### src/rtl/next_pc_unit_if.sv
// rtl/next_pc_unit_if.sv - fetch-side bundle between the core datapath and the next-PC unit
interface next_pc_if #(
    parameter int ADDR_W = 32
);
    logic              stall;
    logic [31:0]       instruction;
    logic              zero;
    logic [ADDR_W-1:0] jr_target;
    logic [ADDR_W-1:0] pc;
    logic [ADDR_W-1:0] pc_next;
    logic [ADDR_W-1:0] link_addr;
    logic              halted;
    logic              ras_overflow;
    logic              ras_underflow;

    modport master (
        output stall, instruction, zero, jr_target,
        input  pc, pc_next, link_addr, halted, ras_overflow, ras_underflow
    );

    modport slave (
        input  stall, instruction, zero, jr_target,
        output pc, pc_next, link_addr, halted, ras_overflow, ras_underflow
    );
endinterface

### src/rtl/next_pc_unit.sv
// rtl/next_pc_unit.sv - PC register, j/jal/beq/bne/jr decode, return-address stack and sticky halt
module next_pc_unit #(
    parameter int ADDR_W      = 32,
    parameter int RESET_PC    = 0,
    parameter int HALT_PC     = 17,
    parameter int ENABLE_HALT = 1,
    parameter int RAS_DEPTH   = 4
) (
    input logic      clk,
    input logic      rst,
    next_pc_if.slave bus
);
    localparam int PTR_W = $clog2(RAS_DEPTH);
    localparam int CNT_W = $clog2(RAS_DEPTH + 1);
    localparam logic [ADDR_W-1:0] HALT_LIM = ADDR_W'(HALT_PC);
    localparam logic [5:0] OP_SPECIAL = 6'b000000;
    localparam logic [5:0] OP_J       = 6'b000010;
    localparam logic [5:0] OP_JAL     = 6'b000011;
    localparam logic [5:0] OP_BEQ     = 6'b000100;
    localparam logic [5:0] OP_BNE     = 6'b000101;
    localparam logic [5:0] FN_JR      = 6'b001000;

    logic [ADDR_W-1:0] pc_q, pc_d;
    logic              halted_q, halted_d;
    logic              ovf_q, ovf_d;
    logic              unf_q, unf_d;
    logic [PTR_W-1:0]  top_q, top_d, top_inc, top_dec;
    logic [CNT_W-1:0]  cnt_q, cnt_d;
    logic [ADDR_W-1:0] ras_q [RAS_DEPTH];

    logic [5:0]        opcode, funct;
    logic [4:0]        rs;
    logic [ADDR_W+25:0] j_ext;
    logic [ADDR_W+15:0] off_ext;
    logic [ADDR_W-1:0] pc_plus1, jump_tgt, br_tgt, ras_top, target, pc_next;
    logic              is_push, is_pop, ras_wr;

    assign opcode   = bus.instruction[31:26];
    assign funct    = bus.instruction[5:0];
    assign rs       = bus.instruction[25:21];
    assign j_ext    = {{ADDR_W{1'b0}}, bus.instruction[25:0]};
    assign jump_tgt = j_ext[ADDR_W-1:0];
    assign off_ext  = {{ADDR_W{bus.instruction[15]}}, bus.instruction[15:0]};
    assign pc_plus1 = pc_q + ADDR_W'(1);
    assign br_tgt   = pc_plus1 + off_ext[ADDR_W-1:0];
    assign ras_top  = ras_q[top_q];
    // Pointer wraps explicitly so non-power-of-two depths stay circular
    assign top_inc  = (top_q == PTR_W'(RAS_DEPTH - 1)) ? '0 : top_q + PTR_W'(1);
    assign top_dec  = (top_q == '0) ? PTR_W'(RAS_DEPTH - 1) : top_q - PTR_W'(1);

    always_comb begin
        target  = pc_plus1;
        is_push = 1'b0;
        is_pop  = 1'b0;
        case (opcode)
            OP_J:   target = jump_tgt;
            OP_JAL: begin
                target  = jump_tgt;
                is_push = 1'b1;
            end
            OP_BEQ: if (bus.zero)  target = br_tgt;
            OP_BNE: if (!bus.zero) target = br_tgt;
            OP_SPECIAL: begin
                if (funct == FN_JR) begin
                    if (rs == 5'd31) begin
                        is_pop = 1'b1;
                        target = (cnt_q != '0) ? ras_top : bus.jr_target;
                    end else begin
                        target = bus.jr_target;
                    end
                end
            end
            default: ;
        endcase
    end

    assign pc_next = (halted_q || bus.stall) ? pc_q : target;

    always_comb begin
        pc_d     = pc_q;
        halted_d = halted_q;
        ovf_d    = ovf_q;
        unf_d    = unf_q;
        top_d    = top_q;
        cnt_d    = cnt_q;
        ras_wr   = 1'b0;
        if (!bus.stall && !halted_q) begin
            // Halt swallows the offending transfer entirely, RAS included
            if ((ENABLE_HALT != 0) && (pc_next > HALT_LIM)) begin
                halted_d = 1'b1;
            end else begin
                pc_d = pc_next;
                if (is_push) begin
                    ras_wr = 1'b1;
                    top_d  = top_inc;
                    if (cnt_q == CNT_W'(RAS_DEPTH)) ovf_d = 1'b1;
                    else                            cnt_d = cnt_q + CNT_W'(1);
                end else if (is_pop) begin
                    if (cnt_q != '0) begin
                        top_d = top_dec;
                        cnt_d = cnt_q - CNT_W'(1);
                    end else begin
                        unf_d = 1'b1;
                    end
                end
            end
        end
    end

    always_ff @(posedge clk) begin
        if (rst) begin
            pc_q     <= ADDR_W'(RESET_PC);
            halted_q <= 1'b0;
            ovf_q    <= 1'b0;
            unf_q    <= 1'b0;
            top_q    <= '0;
            cnt_q    <= '0;
        end else begin
            pc_q     <= pc_d;
            halted_q <= halted_d;
            ovf_q    <= ovf_d;
            unf_q    <= unf_d;
            top_q    <= top_d;
            cnt_q    <= cnt_d;
        end
    end

    always_ff @(posedge clk) begin
        if (ras_wr && !rst) ras_q[top_inc] <= pc_plus1;
    end

    assign bus.pc            = pc_q;
    assign bus.pc_next       = pc_next;
    assign bus.link_addr     = pc_plus1;
    assign bus.halted        = halted_q;
    assign bus.ras_overflow  = ovf_q;
    assign bus.ras_underflow = unf_q;
endmodule

### src/flat_wrapper.sv
// flat-port wrapper written by rule: the top's interface ports become plain ports
module next_pc_unit_flat 
#(
    parameter int ADDR_W      = 32,
    parameter int RESET_PC    = 0,
    parameter int HALT_PC     = 17,
    parameter int ENABLE_HALT = 1,
    parameter int RAS_DEPTH   = 4
)
  (clk, rst, bus_stall, bus_instruction, bus_zero, bus_jr_target, bus_pc, bus_pc_next, bus_link_addr, bus_halted, bus_ras_overflow, bus_ras_underflow);
  next_pc_if #(.ADDR_W(ADDR_W)) bus_i ();
  input logic clk;
  input logic rst;
  input wire logic [$bits(bus_i.stall)-1:0] bus_stall;
  input wire logic [$bits(bus_i.instruction)-1:0] bus_instruction;
  input wire logic [$bits(bus_i.zero)-1:0] bus_zero;
  input wire logic [$bits(bus_i.jr_target)-1:0] bus_jr_target;
  output wire logic [$bits(bus_i.pc)-1:0] bus_pc;
  output wire logic [$bits(bus_i.pc_next)-1:0] bus_pc_next;
  output wire logic [$bits(bus_i.link_addr)-1:0] bus_link_addr;
  output wire logic [$bits(bus_i.halted)-1:0] bus_halted;
  output wire logic [$bits(bus_i.ras_overflow)-1:0] bus_ras_overflow;
  output wire logic [$bits(bus_i.ras_underflow)-1:0] bus_ras_underflow;
  assign bus_i.stall = bus_stall;
  assign bus_i.instruction = bus_instruction;
  assign bus_i.zero = bus_zero;
  assign bus_i.jr_target = bus_jr_target;
  assign bus_pc = bus_i.pc;
  assign bus_pc_next = bus_i.pc_next;
  assign bus_link_addr = bus_i.link_addr;
  assign bus_halted = bus_i.halted;
  assign bus_ras_overflow = bus_i.ras_overflow;
  assign bus_ras_underflow = bus_i.ras_underflow;
  next_pc_unit #(.ADDR_W(ADDR_W), .RESET_PC(RESET_PC), .HALT_PC(HALT_PC), .ENABLE_HALT(ENABLE_HALT), .RAS_DEPTH(RAS_DEPTH)) u_core (.clk(clk), .rst(rst), .bus(bus_i));
endmodule
### config.mk
export PLATFORM = sky130hd
export DESIGN_NAME = next_pc_unit_flat
export DESIGN_NICKNAME = d
export VERILOG_FILES = /design/src/rtl/next_pc_unit_if.sv /design/src/rtl/next_pc_unit.sv /design/src/flat_wrapper.sv
export SDC_FILE = /design/constraint.sdc
export NUM_CORES = 1
export LEC_CHECK = 0
export CORE_MARGIN = 4
export CORE_UTILIZATION = 31
export CTS_BUF_LIST = sky130_fd_sc_hd__clkbuf_4 sky130_fd_sc_hd__clkbuf_8 sky130_fd_sc_hd__clkbuf_16
export CTS_CLUSTER_DIAMETER = 200
export DETAILED_ROUTE_END_ITERATION = 7
export PLACE_DENSITY_LB_ADDON = 0.1
export SYNTH_ARGS = -nofsm -noshare
export SYNTH_HDL_FRONTEND = slang
export SYNTH_SLANG_ARGS = --single-unit
### constraint.sdc
create_clock -name clk -period 6 [get_ports clk]
set_input_delay 1.2 -clock clk [delete_from_list [all_inputs] [get_ports clk]]
set_output_delay 1.2 -clock clk [all_outputs]
set_load 0.05 [all_outputs]
== After elaboration in Yosys (flattened, before gate mapping) ==
Memory sizes are Yosys's and may differ from the RTL's. A register that Yosys moved wholly into a read port is not among the register bits.
Cells that the tools add are included.
Operators by class
  magnitude comparators: 1
  $mul: 0
  div/mod/pow operators: 0
  add/subtract/negate cells: 6
  equal/unequal tests: 9
  shift-type cells: 0
  bitwise gates (word level): 3
  muxes and demuxes: 27
  reduce and logical (&&, ||, !) cells: 18
Operators with widths (number)
  32-bit two-way mux: 6
  32-bit one-hot mux with 4 select lines: 1
  32-bit by 1-bit adder with 32-bit output (second input constant): 1
  32-bit adder: 1
  32-bit by 5-bit greater-than comparator with 1-bit output (second input constant): 1
  2-bit two-way mux: 7
  6-bit by 2-bit equality test with 1-bit output (second input constant): 2
  6-bit by 3-bit equality test with 1-bit output (second input constant): 2
  3-bit two-way mux: 4
  5-bit AND reduction: 2
  1-bit two-way mux: 9
  4-bit AND reduction: 2
  6-bit by 4-bit equality test with 1-bit output (second input constant): 1
  6-bit logical NOT: 1
  5-bit equality test (second input constant): 1
  2-bit AND reduction: 2
  2-bit nonzero test: 2
  3-bit by 1-bit adder with 3-bit output (second input constant): 1
  3-bit equality test (second input constant): 1
  1-bit logical NOT: 3
  1-bit inverter: 3
  3-bit nonzero test: 1
  3-bit by 1-bit subtractor with 3-bit output (second input constant): 1
  2-bit by 1-bit adder with 2-bit output (second input constant): 1
  7 further kinds: 8
Word-level totals
  input bits: 68
  memories: 1
  bits in read-only memories: 0
  flip-flop bits (word level): 40
  memory bits (writable): 128
  bits in latches: 0
  output and inout port bits: 99
Memory list
  u_core.ras_q: depth 4, bits a word 32, read ports 1, clocked after Yosys merged registers in 1, write ports 1, RTL line next_pc_unit.sv:29  | logic [ADDR_W-1:0] ras_q [RAS_DEPTH];

== Longest topological paths before layout ==
  depth in word-level cells: 12
  mapped depth: 21

== Worst setup path after synthesis ==
Ideal clock, no wire load.
  path kind: reg2reg
  from: register u_core.pc_q[7] (netlist: u_core.bus.pc[7])
  to: memory u_core.ras_q[0][0] (enable)
  setup time: 404 ps
  stages on the path, launching flop included: 19
  path slack: -1200 ps
  arrival time: 6796 ps
  path through: dfxtp_1 -> buf_2 -> nand4_2 -> or4_1 -> buf_2 -> or3_4 -> xnor2_1 -> ha_1 -> clkbuf_1 -> nand2_1 -> or4_1 -> o2bb2ai_1 -> o311a_1 -> nor3_1 -> o31ai_1 -> nor4_4 -> nand4_4 -> nor3_2 -> and3_1
Between the ends
  longest elaborated chain between the ends: 11
  elaborated cells between the ends (all ways): 13
Ends and longest elaborated chain
  start, declared: RTL line next_pc_unit.sv:23  | logic [ADDR_W-1:0] pc_q, pc_d;
  start signal, assigned: RTL line next_pc_unit.sv:112  | pc_q <= ADDR_W'(RESET_PC);
  start signal, assigned: RTL line next_pc_unit.sv:119  | pc_q <= pc_d;
  32-bit by 1-bit adder with 32-bit output (*): RTL line next_pc_unit.sv:44  | assign pc_plus1 = pc_q + ADDR_W'(1);
  via bus_link_addr[25]: RTL line flat_wrapper.sv:20  | output wire logic [$bits(bus_i.link_addr)-1:0] bus_link_addr;
  32-bit adder (*): RTL line next_pc_unit.sv:45  | assign br_tgt = pc_plus1 + off_ext[ADDR_W-1:0];
  32-bit two-way mux (on tied branches): RTL line next_pc_unit.sv:62, next_pc_unit.sv:61
  32-bit one-hot mux with 4 select lines (*): RTL line next_pc_unit.sv:55  | case (opcode)
  32-bit two-way mux (*): RTL line next_pc_unit.sv:77  | assign pc_next = (halted_q || bus.stall) ? pc_q : target;
  via bus_pc_next[30]: RTL line flat_wrapper.sv:19  | output wire logic [$bits(bus_i.pc_next)-1:0] bus_pc_next;
  32-bit by 5-bit greater-than comparator with 1-bit output (*): RTL line next_pc_unit.sv:89  | if ((ENABLE_HALT != 0) && (pc_next > HALT_LIM)) begin
  1-bit two-way mux (*): RTL line next_pc_unit.sv:89
  1-bit two-way mux (*): RTL line next_pc_unit.sv:87  | if (!bus.stall && !halted_q) begin
  1-bit logical AND (*): RTL line next_pc_unit.sv:129  | if (ras_wr && !rst) ras_q[top_inc] <= pc_plus1;
  1-bit two-way mux (*): RTL line next_pc_unit.sv:129
  1-bit two-way mux (implied by the code) (*): RTL line next_pc_unit.sv:129
  end, declared: RTL line next_pc_unit.sv:29
Mark *: on every way through the listed nets, which the timed path passes. The rest lies on a longest branch.

== Final worst setup path ==
  from: register u_core.pc_q[1] (netlist: u_core.bus.pc[1])
  to: output bus_pc_next[15]
Between the ends
  longest elaborated chain between the ends: 5
  elaborated cells between the ends (all ways): 7
Ends and longest elaborated chain (RTL line)
  32-bit by 1-bit adder with 32-bit output (*): next_pc_unit.sv:44
  32-bit adder: next_pc_unit.sv:45
  32-bit two-way mux (on tied branches): next_pc_unit.sv:62, next_pc_unit.sv:61
  32-bit one-hot mux with 4 select lines (*): next_pc_unit.sv:55
  32-bit two-way mux (*): next_pc_unit.sv:77
  end, declared: flat_wrapper.sv:19
Mark *: on every way between the ends. The rest lies on a longest branch, timed or not.

==> summary.md <==
| Metric | Value |
|---|---|
| Status | `complete, no violations` |
| Placed cells | `around 1700` |
| Final WS setup | `0.2154 ns` |
| Fmax | `172.9 MHz` |
| Synth async-reset ratio | `0` |
| Max stage delay on crit path | `0.48 ns` |
| Tot Pwr | `2.677 mW` |
| DR WL met3 | `3532 um` |
| Synth cell types | `roughly 80` |
| Initial core utilization | `0.3128` |
| Multi-input logic area | `5887 um2` |
| Post-route cell area | `14740 um2` |
| Clk_lat worst skew | `0.44 ns` |
| Clock buffer depth | `2` |
| Port bufs | `between 150 and 200` |
| Die H | `approximately 190 um` |
| DR pass1 iterations | `5` |
| Worst EP required | `~4.8 ns` |
| Pwr Density | `181.6 nW/um2` |
| Max-slew violations | `0` |
| Final ANT Viol Nets | `0` |
| # DRC | `0` |
| Worst-Margin Slew | `1.052 ns` |
| Peak VDD IR | `197.8 uV` |
| Reg area | `4698 um2` |
| ANT cells | `0` |
| DRT Wirelength | `43380 um` |
| Startpoint Class | `flop` |
| IO Pins | `167` |
| Final min period | `5.785 ns` |
| Clock slew at reported path FFs | `approximately 0.090 ns` |
| Layout cells sized above 1 | `0.2409` |
| Vias in the first global route | `9341` |
| Detail Route met2 WL | `19970 um` |
| P&R area growth vs syn | `40.90%` |
| WP data arrival | `about 4.6 ns` |
| Syn avg cell area | `around 11 um2` |
| Post-synth EDFFs | `~130` |
| Warnings from Yosys | `0` |
| Fin cells | `1706` |
| Fin. Hold Viols | `0` |
| Hold slack | `0.4801 ns` |
| Sequential share of the synthesized area | `0.4478` |
| M1 WL | `18380 um` |
| Pin count of the biggest net entering global routing | `33` |
| Buffers & Inverters on Critical Path | `3` |
| Worst Hold Launch | `u_core.bus.ras_overflow$_SDFFE_PP0P_` |
| Root Driver | `clkbuf_16` |
| DRT iter0 DRCs | `866` |
| Max_cap viols | `0` |
| Overflow after GRT | `0` |
| Core ar. | `between 30000 and 40000 um2` |
| Synth Flop Type | `edfxtp_1` |
| Hold Path Class | `flop to flop` |
| Worst setup path start | `u_core.bus.pc[1]$_SDFFE_PP0P_` |
| Top Family by Delay on Critical Path | `compound AO/OA/AOI/OAI gates` |
| Clock sink count | `between 150 and 200` |
| Final worst-path cycle share | `0.9641` |
| Detailed Place HPWL | `roughly 34000 um` |
| Num CTS Buffers | `17` |
| Via count | `9427` |
| WL per Instance | `25.43 um` |
| Crit path kind | `flop to primary output` |
| Vias/cell | `5.526` |
| GP Congestion | `a little over 0.9` |
| Die Area | `roughly 37000 um2` |
| Nets@finish | `1357` |
| Filler cells | `3168` |
| All-layer global routing usage | `0.2335` |
| Mapped Area | `10460 um2` |
| Mapped Nets | `~1100` |
| DP Area | `14020 um2` |
| CP Max Fanout | `7` |
| LEAKAGE | `5.126 nW` |
| Cell breakdown of the critical path | `ha_1 -> nand2_1 -> nor2_2 -> xnor2_1 -> inv_1 -> ha_2 -> a21oi_1 -> o21ai_0 -> a21o_1 -> a31oi_1 -> buf_4 -> xnor2_1 -> a221oi_1 -> nor2_2 -> buf_12` |
| Worst slew margin | `0.2982` |
| Worst Skew | `0.01913 ns` |
| Critical Path End Type | `primary output` |
| Cell Rows | `67` |
| Register bit count reported by yosys | `170` |
| First-pass GRT wire length | `approximately 63000 um` |
| Setup violators final | `0` |
| Pre-CTS setup slack | `around 0.076 ns` |
| Die extent in x | `191.7 um` |
| Post-Syn Instances | `between 900 and 1000` |
| CTS tree | `done` |
| Initial antenna violation count | `1` |
| CP max stage cell | `dfxtp_1` |
| Top layer in use | `met4` |
| CTS HTree Levels | `4` |
| RR Startpoint | `u_core.bus.pc[1]$_SDFFE_PP0P_` |
through the flow:
step	setup TNS, ns	utilization
after global placement	0	0.4193
after global routing	-0.003994	0.4407
final	0	0.4407
after floorplan	0	-
after detailed placement	0	0.4193
after CTS	0	0.4371
cells in the final DEF, fill, tap and decap left out, types with 7 or more instances in the layout:
cell type / instances
clkdlybuf4s50_1: 134
edfxtp_1: 128
buf_4: 120
nand2_1: 97
a21oi_1: 66
nor2_1: 64
o21ai_0: 43
ha_1: 41
buf_12: 36
and2_1: 33
mux4_2: 32
dfxtp_1: 31
nor3_1: 24
nand3_1: 20
mux2i_1: 19
clkbuf_16: 17
inv_1: 15
xor2_1: 14
xnor2_1: 14
nand4_1: 14
o21a_1: 14
a221oi_1: 13
a31oi_1: 13
xnor2_2: 12
o211ai_1: 12
and3_1: 12
dfxtp_2: 11
a21o_1: 10
nor4_1: 9
a221o_1: 7
nor2b_1: 7
a211oi_1: 7
cell type report:
cell class | count | area share
Sequential cell | 170 | 0.3187
Inverter | 15 | 0.003820
Tap cell | 448 | 0.03803
Multi-Input combinational cell | 751 | 0.3994
Clock buffer | 18 | 0.02937
Clock inverter | 14 | 0.009677
Timing Repair Buffer | 290 | 0.2010
worst reg2reg max path, stage by stage (launching register included):
cell      delay [ns]
dfxtp_1         0.48
ha_1            0.29
nand2_1         0.13
nor2_2          0.28
xnor2_1         0.24
inv_1           0.25
ha_2            0.38
a21oi_1         0.27
o21ai_0         0.19
a21o_1          0.20
a31oi_1         0.39
buf_4           0.20
xnor2_1         0.05
a221oi_1        0.43
nor2_2          0.17
nor4_4          0.40
nand4_4         0.14
nor3_2          0.23
buf_4           0.18
and3_4          0.27
buf_12          0.16
layer usage:
layer  vias up  global-route usage
met5         -                   0
met2       418              0.3646
met3        71             0.06016
met4         0             0.08398
li1       4332                   -
met1      4606              0.3143
flip-flops by register name, summed over array words and instances (netlist names), named ones only:
signal                    count
u_core.ras_q                128
u_core.bus.pc                32
u_core.cnt_q                  3
u_core.top_q                  2
u_core.bus.halted             1
u_core.bus.ras_overflow       1
u_core.bus.ras_underflow      1
where the power goes:
group | internal, mW | switching [mW]
combinational | 0.143 | 0.192
clock | 0.560 | 0.535
sequential | 1.25 | 0.000801
total | 1.95 | 0.727
what timing repair did:
| item | in CTS | in global routing |
|---|---|---|
| buffers inserted | 0 | 2 |
| setup endpoints to repair | 3 | 149 |
| gates resized for setup | 3 | 20 |
| pin swaps | 0 | 2 |
| hold buffers | 0 | 0 |
cell usage after synthesis (all sizes together), types with 6 or more instances:
library cell,n,area [um2]
nand2b,6,37.54
nand2,97,364.1
or3,6,47.54
a221oi,13,113.9
buf,11,55.06
dfxtp,42,840.8
mux4,32,720.7
nand3,21,105.1
nand4,16,121.4
a211oi,7,52.55
a211o,6,52.55
mux2i,19,190.2
edfxtp,128,3844
o21a,14,105.1
or4,6,45.04
nor3,27,140.1
and3,16,100.1
a21o,10,75.07
and4,6,52.55
nor4,12,90.09
a221o,7,70.07
ha,42,525.5
nor2,72,280.3
o211ai,12,90.09
nor2b,7,43.79
xnor2,28,245.2
mux2,6,67.56
inv,15,56.30
a21oi,69,349.1
a31oi,13,81.33
o21ai,46,230.2
o2111ai,6,52.55
clkbuf,40,150.1
xor2,21,183.9
and2,34,212.7
worst paths after layout:
check	end	slack [ns]	depth (start not counted)
setup / recovery	bus_pc_next[15]	0.22	15
hold / removal	u_core.bus.ras_overflow$_SDFFE_PP0P_	0.48	1
setup reg to reg	u_core.ras_q[3][11]$_DFFE_PP_	0.37	20
hold reg to reg	u_core.bus.ras_overflow$_SDFFE_PP0P_	0.48	1
cell families (layout without fill, tap and decap cells):
kind of cell	Yosys count	after routing	synth area share
adder cells (fa/ha/maj)	44	44	0.05406
AND/OR/NAND/NOR	346	346	0.1727
multiplexers	57	57	0.09353
XOR/XNOR	50	50	0.04318
flip-flops	170	170	0.4478
buffers and inverters	66	337	0.02500
AO/OA/AOI/OAI	254	254	0.1637
No activity file was read; power rests on OpenSTA's default activity.
==> edit, RTL diff (same flow settings) <==
`ENABLE_HALT` is set to 1 in 2 places; all go to 0.
--- a/src/rtl/next_pc_unit.sv
+++ b/src/rtl/next_pc_unit.sv
@@ -3,7 +3,7 @@
     parameter int ADDR_W      = 32,
     parameter int RESET_PC    = 0,
     parameter int HALT_PC     = 17,
-    parameter int ENABLE_HALT = 1,
+    parameter int ENABLE_HALT = 0,
     parameter int RAS_DEPTH   = 4
 ) (
     input logic      clk,
--- a/src/flat_wrapper.sv
+++ b/src/flat_wrapper.sv
@@ -4,7 +4,7 @@
     parameter int ADDR_W      = 32,
     parameter int RESET_PC    = 0,
     parameter int HALT_PC     = 17,
-    parameter int ENABLE_HALT = 1,
+    parameter int ENABLE_HALT = 0,
     parameter int RAS_DEPTH   = 4
 )
   (clk, rst, bus_stall, bus_instruction, bus_zero, bus_jr_target, bus_pc, bus_pc_next, bus_link_addr, bus_halted, bus_ras_overflow, bus_ras_underflow);
Function: changed (Yosys sat finds a counterexample within 4 cycles, from zero or initial values and one cycle with rst high).
==> edit against the original RTL <==
- sequential cell count decreased by 1
- die area decreased by 1.7%
- critical path depth unchanged
- area after synthesis decreased by 1.8%
- wire length decreased by 14%
- clock power increased by 5%
- cell area decreased by 8.2%
- sequential power increased by 3%
- setup slack improved by 0.014 ns
- total power increased by 16%
- largest power group unchanged
- highest routed layer unchanged
==> edit: results (changes against the original RTL) <==
[critical_path]
critPathKind = reg2out
critPathArrivalTime_ns = 4.57  ; about the same
startpoint = u_core.bus.pc[1]
cp_max_fo = 8  ; +1
r2r-end = u_core.bus.pc[25]
critPathMaxStageDelay_ns = 0.63  ; +0.15 ns
cp-endpoint = bus_pc_next[25]
ff2ff_path_depth = 15  ; -25%
slowest_stage = or4b_4
rrSetupSlack_ns = 1.80  ; +1.43 ns

[global_routing]
grt_use_total_pct = 20.4  ; -3.0 points
antenna_found_initial = 0  ; -1
grt_pass1_vias = 8475  ; -9.3%
grt_max_degree = 41  ; +24%
grt_pass1_wl_mm = 54.8  ; -12%

[sta]
worst_clock_skew_ns = 0.0184  ; -0.000722 ns
worst_slew_pin_slew_ns = 1.02  ; -0.0326 ns
period_share_pct = 96.2  ; -0.24 points
fin_hold_ws_ns = 0.489  ; +0.00879 ns

[run_status]
run_status = finished clean

[power]
leakagePower_nw = 4.89  ; -4.5%
ir_worst_vdd_mv = 0.201  ; +1.6%

[drt]
wl_met2_mm = 17.5  ; -12%
first_iter_violations = 545  ; -37%
dr.pass1.iters = 4  ; -1
drt-met1-wl_mm = 17.3  ; -5.9%
routedWlPerCell_um = 23.3  ; -8.2%
via_per_inst = 5.35  ; -3.2%
met3WireLength_mm = 1.88  ; -47%

[placement]
hpwl_mm = 27.5  ; -20%
portBuffers = 165  ; -0.60%
post-place-ws_ns = 0.231  ; +0.155 ns
place.gp.congestion = 0.904  ; -3.0%

[synthesis]
synthesis.nets = 1061  ; -3.5%
ys_seq_area_share_pct = 45.4  ; +0.61 points
synth_cell_type_count = 90  ; +9.8%
synth_common_cells = 128 x edfxtp_1, 90 x a21oi_1, 76 x nand2_1, 53 x nor2_1, 44 x ha_1
synth_area_leaders = edfxtp_1 37%, dfxtp_1 8.0%, mux4_2 7.0%
async_reset_ff_share_pct = 0  ; unchanged
dominantRegCellSynth = edfxtp_1

[final_layout]
drive_above_1_share_pct = 18.8  ; -5.3 points
final_nets = 1251  ; -7.8%
fillCellCount = 3173  ; +0.16%

[clocking]
cts_htree_levels = 4  ; unchanged

-- edit: changes by cell type after synthesis, moves of 10 or more --
cell,before,now
o21ai_0,43,33
o21ai_1,3,13
o21a_1,14,3
nand2_1,97,76
and2_1,34,12
a21oi_1,68,90
clkbuf_1,40,26
nor4_1,11,1
inv_1,15,29
nor2b_1,7,19
nor2_1,70,53
-- edit: cell type report --
class / count / area share, %
Multi-Input combinational cell: 698 / 40.3
Inverter: 29 / 0.805
Sequential cell: 169 / 34.5
Clock inverter: 12 / 1.12
Tap cell: 442 / 4.09
Clock buffer: 20 / 3.36
Timing Repair Buffer: 222 / 15.8
-- edit: what timing repair did --
action                                 CTS  global route
endpoints found under the hold margin    0             0
gates cloned                             0             0
buffers inserted                         2             8
pin swaps                                0             4
setup endpoints to repair                9            15
resized for setup                        4            20
-- edit: how the worst min path moves through the flow --
stage,from,end,depth (start not counted)
5_1_grt,u_core.bus.ras_underflow,u_core.bus.ras_underflow,2
4_1_cts,u_core.bus.ras_underflow,u_core.bus.ras_underflow,2
3_3_place_gp,u_core.bus.ras_underflow,u_core.bus.ras_underflow,2
2_1_floorplan,u_core.top_q[1],register,2
6_report,u_core.bus.ras_underflow,u_core.bus.ras_underflow,2
3_5_place_dp,u_core.bus.ras_overflow,u_core.bus.ras_overflow,2
-- edit: report_power, final --
part	switching [mW]	internal (mW)	total (mW)
registers	0.0207	1.27	1.29
logic	0.413	0.247	0.660
clock network	0.481	0.675	1.16
total	0.915	2.19	3.11
-- edit: critical path: cells and delay by family, from the launching register on --
family          cells  cell delay [ns]
compound gates      6             1.49
xor+xnor            1             0.17
fa+ha+maj           2             0.56
buf+inv             2             0.42
flops               1             0.38
simple gates        4             1.09
-- edit: cell families after synthesis --
kind of cell,Yosys count,share of synthesized area [%]
buffers and inverters,80,3.59
adders and majority gates,46,5.75
xor gates and xnor gates,45,3.83
muxes,62,9.96
AOI/OAI and AO/OA,254,16.3
other,1,0.0365
DFF,169,45.4
and+or+nand+nor,290,15.1
-- edit: metrics by stage --
stage,cell area (um^2),std cells
4_1_cts,13400,1584
3_5_place_dp,12700,1550
6_report,13500,1592
2_1_floorplan,10400,947
3_3_place_gp,12700,1550
5_1_grt,13500,1592
-- edit: layer usage --
metal,track usage [%],up-vias
li1,-,3995
met2,32.9,245
met1,28.9,4246
met3,3.56,28
met5,0,-
met4,4.45,0
